**src/rtl/apple_spawner.sv**
```systemverilog
// Apple placement engine: services eaten apples one at a time, drawing LFSR grid
// candidates and checking each against snake body, head and the other live apples.
module apple_spawner #(
    parameter int          N_APPLES  = 2,
    parameter int          GRID_COLS = 31,
    parameter int          GRID_ROWS = 23,
    parameter int          CELL_SIZE = 20,
    parameter int          MAX_RETRY = 8,
    parameter logic [15:0] SEED_X    = 16'hACE1,
    parameter logic [15:0] SEED_Y    = 16'h2409
) (
    input  logic                    clk,
    input  logic                    rst_n,
    input  logic [N_APPLES-1:0]     eat_req,
    input  logic [9:0]              head_x,
    input  logic [9:0]              head_y,
    output logic                    occ_req,
    output logic [9:0]              occ_x,
    output logic [9:0]              occ_y,
    input  logic                    occ_ack,
    input  logic                    occ_hit,
    output logic [10*N_APPLES-1:0]  apple_x,
    output logic [10*N_APPLES-1:0]  apple_y,
    output logic [N_APPLES-1:0]     apple_valid,
    output logic                    busy,
    output logic                    spawned,
    output logic                    spawn_fail
);

    localparam int          IDX_W  = (N_APPLES > 1) ? $clog2(N_APPLES) : 1;
    localparam int          RTY_W  = $clog2(MAX_RETRY + 1);
    localparam logic [31:0] COLS_U = 32'(GRID_COLS);
    localparam logic [31:0] ROWS_U = 32'(GRID_ROWS);
    localparam logic [31:0] CELL_U = 32'(CELL_SIZE);

    typedef enum logic [2:0] {
        S_IDLE,
        S_PICK,
        S_QUERY,
        S_CHECK,
        S_COMMIT
    } state_t;

    state_t              state_q, state_d;
    logic [15:0]         lfsr_x_q, lfsr_x_d;
    logic [15:0]         lfsr_y_q, lfsr_y_d;
    logic [N_APPLES-1:0] pending_q, pending_d;
    logic [N_APPLES-1:0] valid_q, valid_d;
    logic [9:0]          ax_q [N_APPLES];
    logic [9:0]          ax_d [N_APPLES];
    logic [9:0]          ay_q [N_APPLES];
    logic [9:0]          ay_d [N_APPLES];
    logic [IDX_W-1:0]    idx_q, idx_d;
    logic [RTY_W-1:0]    retry_q, retry_d;
    logic [9:0]          cand_x_q, cand_x_d;
    logic [9:0]          cand_y_q, cand_y_d;
    logic                hit_q, hit_d;
    logic                col_q, col_d;

    logic [IDX_W-1:0]    low_idx;
    logic                apple_col;
    logic                collision;

    function automatic logic [15:0] lfsr_step(input logic [15:0] r);
        return {r[14:0], r[15] ^ r[13] ^ r[12] ^ r[10]};
    endfunction

    always_comb begin
        low_idx = '0;
        for (int i = N_APPLES - 1; i >= 0; i--) begin
            if (pending_q[i]) begin
                low_idx = IDX_W'(i);
            end
        end
    end

    // Only other live apples count; the slot being refilled is already invalid anyway.
    always_comb begin
        apple_col = 1'b0;
        for (int j = 0; j < N_APPLES; j++) begin
            if ((IDX_W'(j) != idx_q) && valid_q[j] &&
                (ax_q[j] == cand_x_q) && (ay_q[j] == cand_y_q)) begin
                apple_col = 1'b1;
            end
        end
    end

    assign collision = hit_q || ((cand_x_q == head_x) && (cand_y_q == head_y)) || apple_col;

    always_comb begin
        state_d   = state_q;
        lfsr_x_d  = lfsr_step(lfsr_x_q);
        lfsr_y_d  = lfsr_step(lfsr_y_q);
        pending_d = pending_q | (eat_req & valid_q);
        valid_d   = valid_q & ~eat_req;
        ax_d      = ax_q;
        ay_d      = ay_q;
        idx_d     = idx_q;
        retry_d   = retry_q;
        cand_x_d  = cand_x_q;
        cand_y_d  = cand_y_q;
        hit_d     = hit_q;
        col_d     = col_q;

        case (state_q)
            S_IDLE: begin
                if (|pending_q) begin
                    idx_d   = low_idx;
                    retry_d = '0;
                    state_d = S_PICK;
                end
            end
            S_PICK: begin
                cand_x_d = 10'((32'(lfsr_x_q) % COLS_U) * CELL_U);
                cand_y_d = 10'((32'(lfsr_y_q) % ROWS_U) * CELL_U);
                retry_d  = retry_q + RTY_W'(1);
                state_d  = S_QUERY;
            end
            S_QUERY: begin
                if (occ_ack) begin
                    hit_d   = occ_hit;
                    state_d = S_CHECK;
                end
            end
            S_CHECK: begin
                col_d = collision;
                if (collision && (int'(retry_q) < MAX_RETRY)) begin
                    state_d = S_PICK;
                end else begin
                    state_d = S_COMMIT;
                end
            end
            S_COMMIT: begin
                ax_d[idx_q]      = cand_x_q;
                ay_d[idx_q]      = cand_y_q;
                valid_d[idx_q]   = 1'b1;
                pending_d[idx_q] = 1'b0;
                state_d          = S_IDLE;
            end
            default: state_d = S_IDLE;
        endcase
    end

    always_ff @(posedge clk or negedge rst_n) begin
        if (!rst_n) begin
            state_q   <= S_IDLE;
            lfsr_x_q  <= SEED_X;
            lfsr_y_q  <= SEED_Y;
            pending_q <= '0;
            valid_q   <= '1;
            idx_q     <= '0;
            retry_q   <= '0;
            cand_x_q  <= '0;
            cand_y_q  <= '0;
            hit_q     <= 1'b0;
            col_q     <= 1'b0;
            for (int i = 0; i < N_APPLES; i++) begin
                ax_q[i] <= 10'(100 + 40 * i);
                ay_q[i] <= 10'd100;
            end
        end else begin
            state_q   <= state_d;
            lfsr_x_q  <= lfsr_x_d;
            lfsr_y_q  <= lfsr_y_d;
            pending_q <= pending_d;
            valid_q   <= valid_d;
            idx_q     <= idx_d;
            retry_q   <= retry_d;
            cand_x_q  <= cand_x_d;
            cand_y_q  <= cand_y_d;
            hit_q     <= hit_d;
            col_q     <= col_d;
            for (int i = 0; i < N_APPLES; i++) begin
                ax_q[i] <= ax_d[i];
                ay_q[i] <= ay_d[i];
            end
        end
    end

    for (genvar gi = 0; gi < N_APPLES; gi++) begin : g_pack
        assign apple_x[10*gi +: 10] = ax_q[gi];
        assign apple_y[10*gi +: 10] = ay_q[gi];
    end

    assign apple_valid = valid_q;
    assign occ_req     = (state_q == S_QUERY);
    assign occ_x       = cand_x_q;
    assign occ_y       = cand_y_q;
    assign busy        = (state_q != S_IDLE);
    assign spawned     = (state_q == S_COMMIT);
    assign spawn_fail  = (state_q == S_COMMIT) && col_q;

endmodule

```
**config.mk**
```make
export PLATFORM = sky130hd
export DESIGN_NAME = apple_spawner
export DESIGN_NICKNAME = d
export VERILOG_FILES = /design/src/rtl/apple_spawner.sv
export SDC_FILE = /design/constraint.sdc
export NUM_CORES = 1
export LEC_CHECK = 0
export ABC_CLOCK_PERIOD_IN_PS = 13000
export CORE_ASPECT_RATIO = 0.6
export CORE_UTILIZATION = 55
export CTS_CLUSTER_DIAMETER = 200
export CTS_CLUSTER_SIZE = 8
export DETAILED_ROUTE_END_ITERATION = 8
export PLACE_DENSITY = 0.76
export REMOVE_ABC_BUFFERS = 1
export SLEW_MARGIN = 10
export SYNTH_ARGS = -nofsm -noshare
export SYNTH_HDL_FRONTEND = slang
export SYNTH_SLANG_ARGS = --single-unit
```
**constraint.sdc**
```tcl
create_clock -name clk -period 13 [get_ports clk]
set_input_delay 3.9 -clock clk [delete_from_list [all_inputs] [get_ports clk]]
set_output_delay 3.9 -clock clk [all_outputs]
set_load 0.02 [all_outputs]
```
==> results.cfg, run 1 <==
[outcome]
outcome = complete, no violations

[die]
rows = 38
ioPinCount = 92
core_area_mm2 = 0.0183
chipHeight_um = 109
die_area_mm2 = 0.0196
floorplan.initialDensity_pct = 57.0
chipWidth_um = 180

[timing]
hold_violations = 0
finClkSkew_ns = 0.00688
hold_slack_ns = 0.426
finalCritPeriodShare_pct = 94.3
maxSlewHeadroom_pct = 32.9
slew_viol_final = 0
setup-tns-final_ns = 0
final-setup-viol-count = 0
post-route-min-period_ns = 12.26
timing.fmax_mhz = 81.6
worstMarginPinSlew_ns = 1.00

[cells_and_area]
proportion_of_layout_cells_with_a_drive_suffix_above_1_pct = 16.3
layout.nets = 1401
area_growth_syn_to_layout_pct = 14.0
finish.instance_area_mm2 = 0.0119
antenna_cells_inserted = 0

[synth]
area_share_of_the_leading_cell_type_in_the_synthesized_netlist_pct = 16.3
count_of_flip_flops_with_a_built_in_enable_after_synthesis = 0
post_synth_num_cell_types = 120
synthesis.area_mm2 = 0.0104
synthesized_area_per_cell_um2 = 8.06
synth_top_flop_cell = sky130_fd_sc_hd__dfrtp_1
seq_area_frac_synth_pct = 22.8
yosys-top-cells-count = 138 x sky130_fd_sc_hd__nand2_1, 86 x sky130_fd_sc_hd__nor2_1, 75 x sky130_fd_sc_hd__xnor2_1
synth.area.top_cells = sky130_fd_sc_hd__dfrtp_1 16%, sky130_fd_sc_hd__dfstp_2 6.5%, sky130_fd_sc_hd__xnor2_1 6.3%
synth_async_sr_flop_share_pct = 100
synthDominantAreaCellType = sky130_fd_sc_hd__dfrtp_1
syn-instance-count = 1295
yosys.cell_count.top_type = sky130_fd_sc_hd__nand2_1
yosys_warnings = 0
synth-seq-cells = 94

[clock_tree]
cts_max_path_buffers = 2
clock_root_buffer = sky130_fd_sc_hd__clkbuf_16
cts_buffers = 9
hold_bufs_inserted_after_cts = 0
tritoncts = yes
cts.reportedPaths.clkPinSlew_ns = 0.07
worstSkewPairLatency_ns = 0.35
cts_num_sinks = 94
clock_tree.htree_level_count = 3

[setup_path]
path_max_fanout = 15
nature_of_the_critical_path_endpoint = register
slowest_stage_cell_on_the_critical_path = sky130_fd_sc_hd__a211oi_1
cpPeakStageDelay_ns = 0.74
critical_path.most_common_cell = sky130_fd_sc_hd__ha_1
critical_path.top_delay_family = compound AO/OA/AOI/OAI gates
critPathArrivalTime_ns = 12.46
worst-path-buf-inv = 7
critical_path_class = reg -> reg
crit_path_start_kind = register
critical_path_required_ns = 13.20

[global_route]
maximum_number_of_pins_on_one_net_before_global_route_repair = 60
grt.met2_usage_pct = 40.4
grt_first_pass_wirelength_mm = 47.9
globalRouteMet3Util_pct = 7.85
via_count_of_the_first_global_routing_pass = 9135
overflow = 0
antenna_found_initial = 0
grt_util_all_layers_pct = 30.0
grt_use_met1_pct = 47.1
top_usage_layer = met1

[power_and_ir_drop]
ir_drop_uv = 72.4
power.leakage_nw = 4.91
cellPowerDensity_mw_per_mm2 = 57.4
design_power_total_mw = 0.683

[drt]
detailedRoute.firstPassIterationCount = 5
wl_mm = 30.0
iteration_0_drc_markers = 1206
drcViolationCount = 0
routed_wire_length_per_instance_um = 18.8
via_per_inst = 6.54
routed-via-count = 10400
final_antenna_net_count = 0

[placed_design]
port_buffer_count = 79
hpwl_mm = 22.6
gp_congestion = 0.994
dpl_cell_area_mm2 = 0.0113

[min_path]
worst_hold_path_type = reg -> reg

[run]
drv_cap = 0
## per-stage QoR
stage | setup slack (ns) | instances | utilization, %
6_report | 0.740 | 1593 | 65.0
5_1_grt | -0.0783 | 1593 | 65.0
4_1_cts | 0.150 | 1579 | 63.2
3_5_place_dp | 0.225 | 1563 | 61.6
3_3_place_gp | 0.646 | 1563 | 61.6
2_1_floorplan | 1.31 | 1227 | -
## report_power, final
part / internal [mW] / switching, mW / leakage (nW)
logic: 0.0415 / 0.0652 / 3.57
registers: 0.307 / 0.0166 / 1.20
clock network: 0.136 / 0.117 / 0.135
## per-layer routing
layer / routed length [um] / vias to the layer above
met2: 12000 / 486
met4: 153 / 0
met3: 2890 / 21
li1: - / 4933
met5: 0 / -
met1: 14900 / 4977
## flip-flops by register name, indices dropped and copies added, names as in the netlist
name         count
lfsr_y_q        16
state_q          3
lfsr_x_q        16
occ_x            8
occ_y            8
pending_q        2
col_q            1
apple_valid      2
apple_y         16
retry_q          4
hit_q            1
apple_x         16
idx_q            1
## worst paths after layout
| kind | from | to | slack, ns | depth (start not counted) |
|---|---|---|---|---|
| max | lfsr_y_q[11] | occ_y[9] | 0.74 | 53 |
| min | lfsr_x_q[6] | lfsr_x_q[7] | 0.43 | 0 |
| max reg2reg | lfsr_y_q[11] | occ_y[9] | 0.74 | 53 |
| min reg2reg | lfsr_x_q[6] | lfsr_x_q[7] | 0.43 | 0 |
| max in group asynchronous | rst_n | lfsr_y_q[14] | 8.35 | 2 |
| min in group asynchronous | rst_n | lfsr_x_q[12] | 3.49 | 1 |
## worst reg2reg max path: cells and delay by family, from the launching register on
family,cells,cell delay [ns]
AOI/OAI and AO/OA,25,5.81
and+or+nand+nor,8,2.08
adders and majority gates,6,1.60
xor gates and xnor gates,6,0.96
buffers and inverters,7,0.81
DFF,1,0.52
muxes,1,0.31
## repair_timing
item                                   4_1_cts  5_1_grt
endpoints found under the hold margin        0        0
buffers inserted                             0       14
resized for setup                            0       49
setup endpoints to repair                    0        6
## placed cells by master, fill, tap and decap left out, types with 19 or more instances in the layout
master                            instances
sky130_fd_sc_hd__nor2_1                  84
sky130_fd_sc_hd__nand3_1                 43
sky130_fd_sc_hd__xnor2_1                 72
sky130_fd_sc_hd__buf_4                   32
sky130_fd_sc_hd__mux2_2                  45
sky130_fd_sc_hd__nand4_1                 22
sky130_fd_sc_hd__a211oi_1                19
sky130_fd_sc_hd__clkdlybuf4s50_1         78
sky130_fd_sc_hd__dfstp_2                 25
sky130_fd_sc_hd__nand2_1                138
sky130_fd_sc_hd__a31oi_1                 22
sky130_fd_sc_hd__dfrtp_1                 66
sky130_fd_sc_hd__o21ai_0                 62
sky130_fd_sc_hd__nor3_1                  31
sky130_fd_sc_hd__inv_1                   38
sky130_fd_sc_hd__a21o_1                  22
sky130_fd_sc_hd__ha_1                    25
sky130_fd_sc_hd__a21oi_1                 70
sky130_fd_sc_hd__xor2_1                  36
sky130_fd_sc_hd__o211ai_1                27
## layout make-up
class	count	area [um^2]
Clock buffer	10	239
Clock inverter	6	46.3
Fill cell	1514	6400
Inverter	39	146
Multi-Input combinational cell	1094	7760
Sequential cell	94	2390
Tap cell	240	300
Timing Repair Buffer	110	1020
## logic make-up (layout without fill, tap and decap cells)
| group | Yosys count | after routing | share of synthesized area, % |
|---|---|---|---|
| buf+inv | 118 | 165 | 5.39 |
| xor+xnor | 113 | 113 | 9.62 |
| simple gates | 472 | 472 | 23.6 |
| flops | 94 | 94 | 22.8 |
| compound gates | 409 | 409 | 28.6 |
| fa+ha+maj | 29 | 29 | 3.57 |
| other cells | 1 | 12 | 0.0359 |
| mux | 59 | 59 | 6.35 |
Power figures use the tool's default switching activity.
==> run 2, diff against run 1 <==
ABC_CLOCK_PERIOD_IN_PS = 15300   (was 13000)
clock period = 15.3 ns   (was 13 ns; I/O delays follow)
==> run 2 against run 1 <==
Effect of this change:
- final area down 3.6%
- clock power down 18%
- register-to-register slack better by 0.71 ns
- global-route usage down 0.53 points
- critical path type unchanged
==> results.cfg, run 2 (synthesis gave the netlist of run 1 again) <==
[outcome]
outcome = complete, no violations

[global_route]
grt_first_pass_wirelength_mm = 46.7
grt_util_all_layers_pct = 29.5
antenna_found_initial = 0
maximum_number_of_pins_on_one_net_before_global_route_repair = 78
overflow = 0
via_count_of_the_first_global_routing_pass = 8985

[cells_and_area]
antenna_cells_inserted = 0
area_occupied_by_multi_input_gates_mm2 = 0.00753
commonest_non_fill_non_tap_cell_in_the_layout = sky130_fd_sc_hd__nand2_1
proportion_of_layout_cells_with_a_drive_suffix_above_1_pct = 12.0
fillerInstances = 1537
layout.nets = 1376
register_area_mm2 = 0.00238
finish.instance_area_mm2 = 0.0115
commonest_cells_after_routing_fill_and_taps_aside = 138 x sky130_fd_sc_hd__nand2_1, 86 x sky130_fd_sc_hd__nor2_1, 78 x sky130_fd_sc_hd__clkdlybuf4s50_1
area_growth_syn_to_layout_pct = 9.91
fin_util_pct = 62.7

[run]
drv_cap = 0

[clock_tree]
buffers_inserted_by_post_cts_timing_repair = 0
tritoncts = yes
cts.reportedPaths.clkPinSlew_ns = 0.06
clock_tree.htree_level_count = 3
worstSkewPairLatency_ns = 0.35
cts_buffers = 9
clock_root_buffer = sky130_fd_sc_hd__clkbuf_16
hold_bufs_inserted_after_cts = 0
cts_max_path_buffers = 2
cts.repair.resized = 0
cts_num_sinks = 94

[setup_path]
nature_of_the_critical_path_endpoint = register
cp_num_cells = 50
r2r.worst_path.cells = 50
critical_path_required_ns = 15.49
crit_path_start_kind = register
slowest_stage_cell_on_the_critical_path = sky130_fd_sc_hd__a211oi_1
worst-path-buf-inv = 4
critical_path_class = reg -> reg
cpPeakStageDelay_ns = 0.71
path_max_fanout = 15
critPathArrivalTime_ns = 14.04
critical_path.top_delay_family = compound AO/OA/AOI/OAI gates

[drt]
routed-via-count = 10300
drcViolationCount = 0
iteration_0_drc_markers = 1365
wl_mm = 29.1
routed_wire_length_per_instance_um = 18.6
final_antenna_net_count = 0
via_per_inst = 6.56
detailedRoute.firstPassIterationCount = 6

[timing]
setup-tns-final_ns = 0
finClkSkew_ns = 0.00791
timing.fmax_mhz = 72.2
post-route-min-period_ns = 13.85
maxSlewHeadroom_pct = 28.2
hold_violations = 0
grt_setup_unrepaired = no
final-setup-viol-count = 0
finalCritPeriodShare_pct = 90.5
slew_viol_final = 0
worstMarginPinSlew_ns = 1.07

[power_and_ir_drop]
design_power_total_mw = 0.571
cellPowerDensity_mw_per_mm2 = 49.7
power.leakage_nw = 4.76
ir_drop_uv = 62.8

[die]
ioPinCount = 92
rows = 38
core_area_mm2 = 0.0183
chipWidth_um = 180
floorplan.initialDensity_pct = 57.0
chipHeight_um = 109
die_area_mm2 = 0.0196

[min_path]
worst_hold_path_type = reg -> reg
hold_depth = 0

[placed_design]
dpl_cell_area_mm2 = 0.0112
gp_congestion = 0.994
hpwl_mm = 22.7
port_buffer_count = 79
-- run 2: changes by cell type in the layout (fill, tap and decap cells not counted), moves of 3 or more --
cell and change:
sky130_fd_sc_hd__o21ai_0 +4, sky130_fd_sc_hd__xnor2_2 -3, sky130_fd_sc_hd__xnor2_1 +3, sky130_fd_sc_hd__buf_4 -25
-- run 2: power breakdown --
group / switching (mW) / internal [mW] / total [mW]
clock network: 0.0938 / 0.115 / 0.208
logic: 0.0535 / 0.0351 / 0.0886
registers: 0.0131 / 0.261 / 0.274
-- run 2: cell type report --
type / instances / share of cell area (%)
clock buffers: 11 / 2.12
multi-input cells: 1094 / 65.7
well taps: 240 / 2.62
inverters: 39 / 1.28
clock inverters: 5 / 0.294
flip-flops and latches: 94 / 20.8
repair buffers: 85 / 7.26
-- run 2: worst paths after layout --
| check | start | end | slack (ns) |
|---|---|---|---|
| setup / recovery | lfsr_y_q[11] | occ_y[9] | 1.45 |
| setup reg to reg | lfsr_y_q[11] | occ_y[9] | 1.45 |
| min in group asynchronous | rst_n | lfsr_x_q[12] | 4.11 |
| hold reg to reg | lfsr_x_q[6] | lfsr_x_q[7] | 0.42 |
| hold / removal | lfsr_x_q[6] | lfsr_x_q[7] | 0.42 |
| max in group asynchronous | rst_n | occ_y[7] | 10.00 |
-- run 2: per-layer routing --
metal / up-vias / part of all wire, % / wire, um / track usage (%)
li1: 4887 / - / - / -
met1: 4878 / 50 / 14400 / 46.2
met2: 505 / 39 / 11300 / 39.6
met3: 20 / 11 / 3150 / 8.35
met4: 0 / 0.58 / 170 / 3.94
met5: - / 0 / 0 / 0
-- run 2: per-stage QoR --
stage	hold slack (ns)	setup slack, ns	instances
2_1_floorplan	0.387	3.61	1227
3_5_place_dp	0.407	1.86	1552
3_3_place_gp	0.408	2.30	1552
6_report	0.419	1.45	1568
4_1_cts	0.413	1.77	1568
5_1_grt	0.423	0.266	1568
==> run 3, diff against run 2 <==
CORE_UTILIZATION = 40   (was 55)
PLACE_DENSITY = default   (was 0.76)
==> run 3 against run 2 <==
Effect of this change:
- highest routed layer unchanged
- sequential share of layout area shrank 0.35 points
- core utilization shrank 17 points
- largest cell class unchanged
- clock power grew 20%
==> results.cfg, run 3 (synthesis gave the netlist of run 1 again) <==
[outcome]
outcome = complete, no violations

[global_route]
via_count_of_the_first_global_routing_pass = 8720
grt_first_pass_wirelength_mm = 47.9
grt_util_all_layers_pct = 22.1
maximum_number_of_pins_on_one_net_before_global_route_repair = 50
overflow = 0
grt_use_met1_pct = 37.8
top_usage_layer = met1
globalRouteMet3Util_pct = 4.25
antenna_found_initial = 0
grt.met2_usage_pct = 27.1

[cells_and_area]
commonest_cells_after_routing_fill_and_taps_aside = 138 x sky130_fd_sc_hd__nand2_1, 86 x sky130_fd_sc_hd__nor2_1, 78 x sky130_fd_sc_hd__clkdlybuf4s50_1
area_growth_syn_to_layout_pct = 11.8
layout.nets = 1376
antenna_cells_inserted = 0
final-instance-count-excl-fill = 1680
proportion_of_layout_cells_with_a_drive_suffix_above_1_pct = 12.0
commonest_non_fill_non_tap_cell_in_the_layout = sky130_fd_sc_hd__nand2_1

[timing]
maxSlewHeadroom_pct = 28.3
hold_violations = 0
worstMarginPinSlew_ns = 1.07
grt_setup_unrepaired = no
finClkSkew_ns = 0.00958
slew_viol_final = 0
post-route-min-period_ns = 13.78
finalCritPeriodShare_pct = 90.1
timing.fmax_mhz = 72.6
setup-tns-final_ns = 0
final-setup-viol-count = 0

[drt]
routed_wire_length_per_instance_um = 17.8
wl_mm = 29.9
via_per_inst = 6.01
drcViolationCount = 0
final_antenna_net_count = 0
iteration_0_drc_markers = 1105
detailedRoute.firstPassIterationCount = 5
routed-via-count = 10100

[clock_tree]
cts_buffers = 9
clock_tree.htree_level_count = 3
hold_bufs_inserted_after_cts = 0
cts.reportedPaths.clkPinSlew_ns = 0.07
cts.repair.resized = 0
clock_root_buffer = sky130_fd_sc_hd__clkbuf_16
worstSkewPairLatency_ns = 0.36
tritoncts = yes
cts_num_sinks = 94
cts_max_path_buffers = 2
buffers_inserted_by_post_cts_timing_repair = 0

[run]
drv_cap = 0

[die]
chipWidth_um = 211
core_area_mm2 = 0.0254
ioPinCount = 92
floorplan.initialDensity_pct = 41.0
chipHeight_um = 127
die_area_mm2 = 0.0268
rows = 45

[setup_path]
path_max_fanout = 15
cpPeakStageDelay_ns = 0.75
crit_path_start_kind = register
critical_path_class = reg -> reg
critPathArrivalTime_ns = 13.99
critical_path_required_ns = 15.51
slowest_stage_cell_on_the_critical_path = sky130_fd_sc_hd__nor4b_2
critical_path.most_common_cell = sky130_fd_sc_hd__xnor2_1
nature_of_the_critical_path_endpoint = register

[placed_design]
gp_congestion = 0.902
hpwl_mm = 23.2
numPlacedInstances = 1664
port_buffer_count = 79

[power_and_ir_drop]
power.leakage_nw = 4.78
ir_drop_uv = 53.7
design_power_total_mw = 0.613
cellPowerDensity_mw_per_mm2 = 52.5

[min_path]
worst_hold_path_type = reg -> reg
==> run 3: cell types whose count changed in the layout (fill, tap and decap cells not counted) <==
cell                        previous run  this run
sky130_fd_sc_hd__bufinv_16             0         2
sky130_fd_sc_hd__clkbuf_1              1         0
sky130_fd_sc_hd__clkinv_2              2         0
sky130_fd_sc_hd__clkinv_4              0         1
==> run 3: critical path, delay by kind of cell (launching register included) <==
family / cells / cell delay (ns)
flops: 1 / 0.55
simple gates: 9 / 2.74
xor+xnor: 7 / 1.75
mux: 1 / 0.68
buf+inv: 4 / 0.26
compound gates: 23 / 6.18
fa+ha+maj: 6 / 1.46
==> run 3: final timing paths <==
path / slack, ns / cells after the start / start / end
worst max-delay path: 1.52 / 50 / lfsr_y_q[11] / occ_y[9]
worst min-delay path: 0.41 / 0 / lfsr_x_q[6] / lfsr_x_q[7]
worst max register to register: 1.52 / 50 / lfsr_y_q[11] / occ_y[9]
worst min register to register: 0.41 / 0 / lfsr_x_q[6] / lfsr_x_q[7]
max in group asynchronous: 10.01 / 2 / rst_n / col_q
min in group asynchronous: 4.24 / 1 / rst_n / lfsr_x_q[14]
==> run 3: layer usage <==
| metal | routed length [um] | share of wire, % |
|---|---|---|
| met1 | 16500 | 55 |
| met2 | 11000 | 37 |
| met3 | 2160 | 7.2 |
| met4 | 235 | 0.79 |
| met5 | 0 | 0 |
==> run 3: layout make-up <==
| class | instances | area, um^2 |
|---|---|---|
| inverter | 39 | 146 |
| fill | 2538 | 13800 |
| tap | 352 | 440 |
| clock inverter | 6 | 92.6 |
| sequential | 94 | 2380 |
| timing repair buffer | 85 | 833 |
| clock buffer | 10 | 239 |
| multi-input combinational | 1094 | 7530 |
==> run 3: power breakdown <==
group          internal [mW]  switching, mW
Sequential             0.261         0.0136
Combinational         0.0351         0.0539
Clock                  0.148          0.101
Total                  0.444          0.169
==> run 3: stage by stage <==
stage,setup slack [ns],hold slack (ns),area [um^2],utilization [%]
2_1_floorplan,3.61,0.387,10100,-
3_3_place_gp,2.09,0.405,11300,44.6
3_5_place_dp,1.75,0.404,11300,44.6
4_1_cts,1.73,0.415,11700,45.9
5_1_grt,0.430,0.427,11700,45.9
6_report,1.52,0.414,11700,45.9
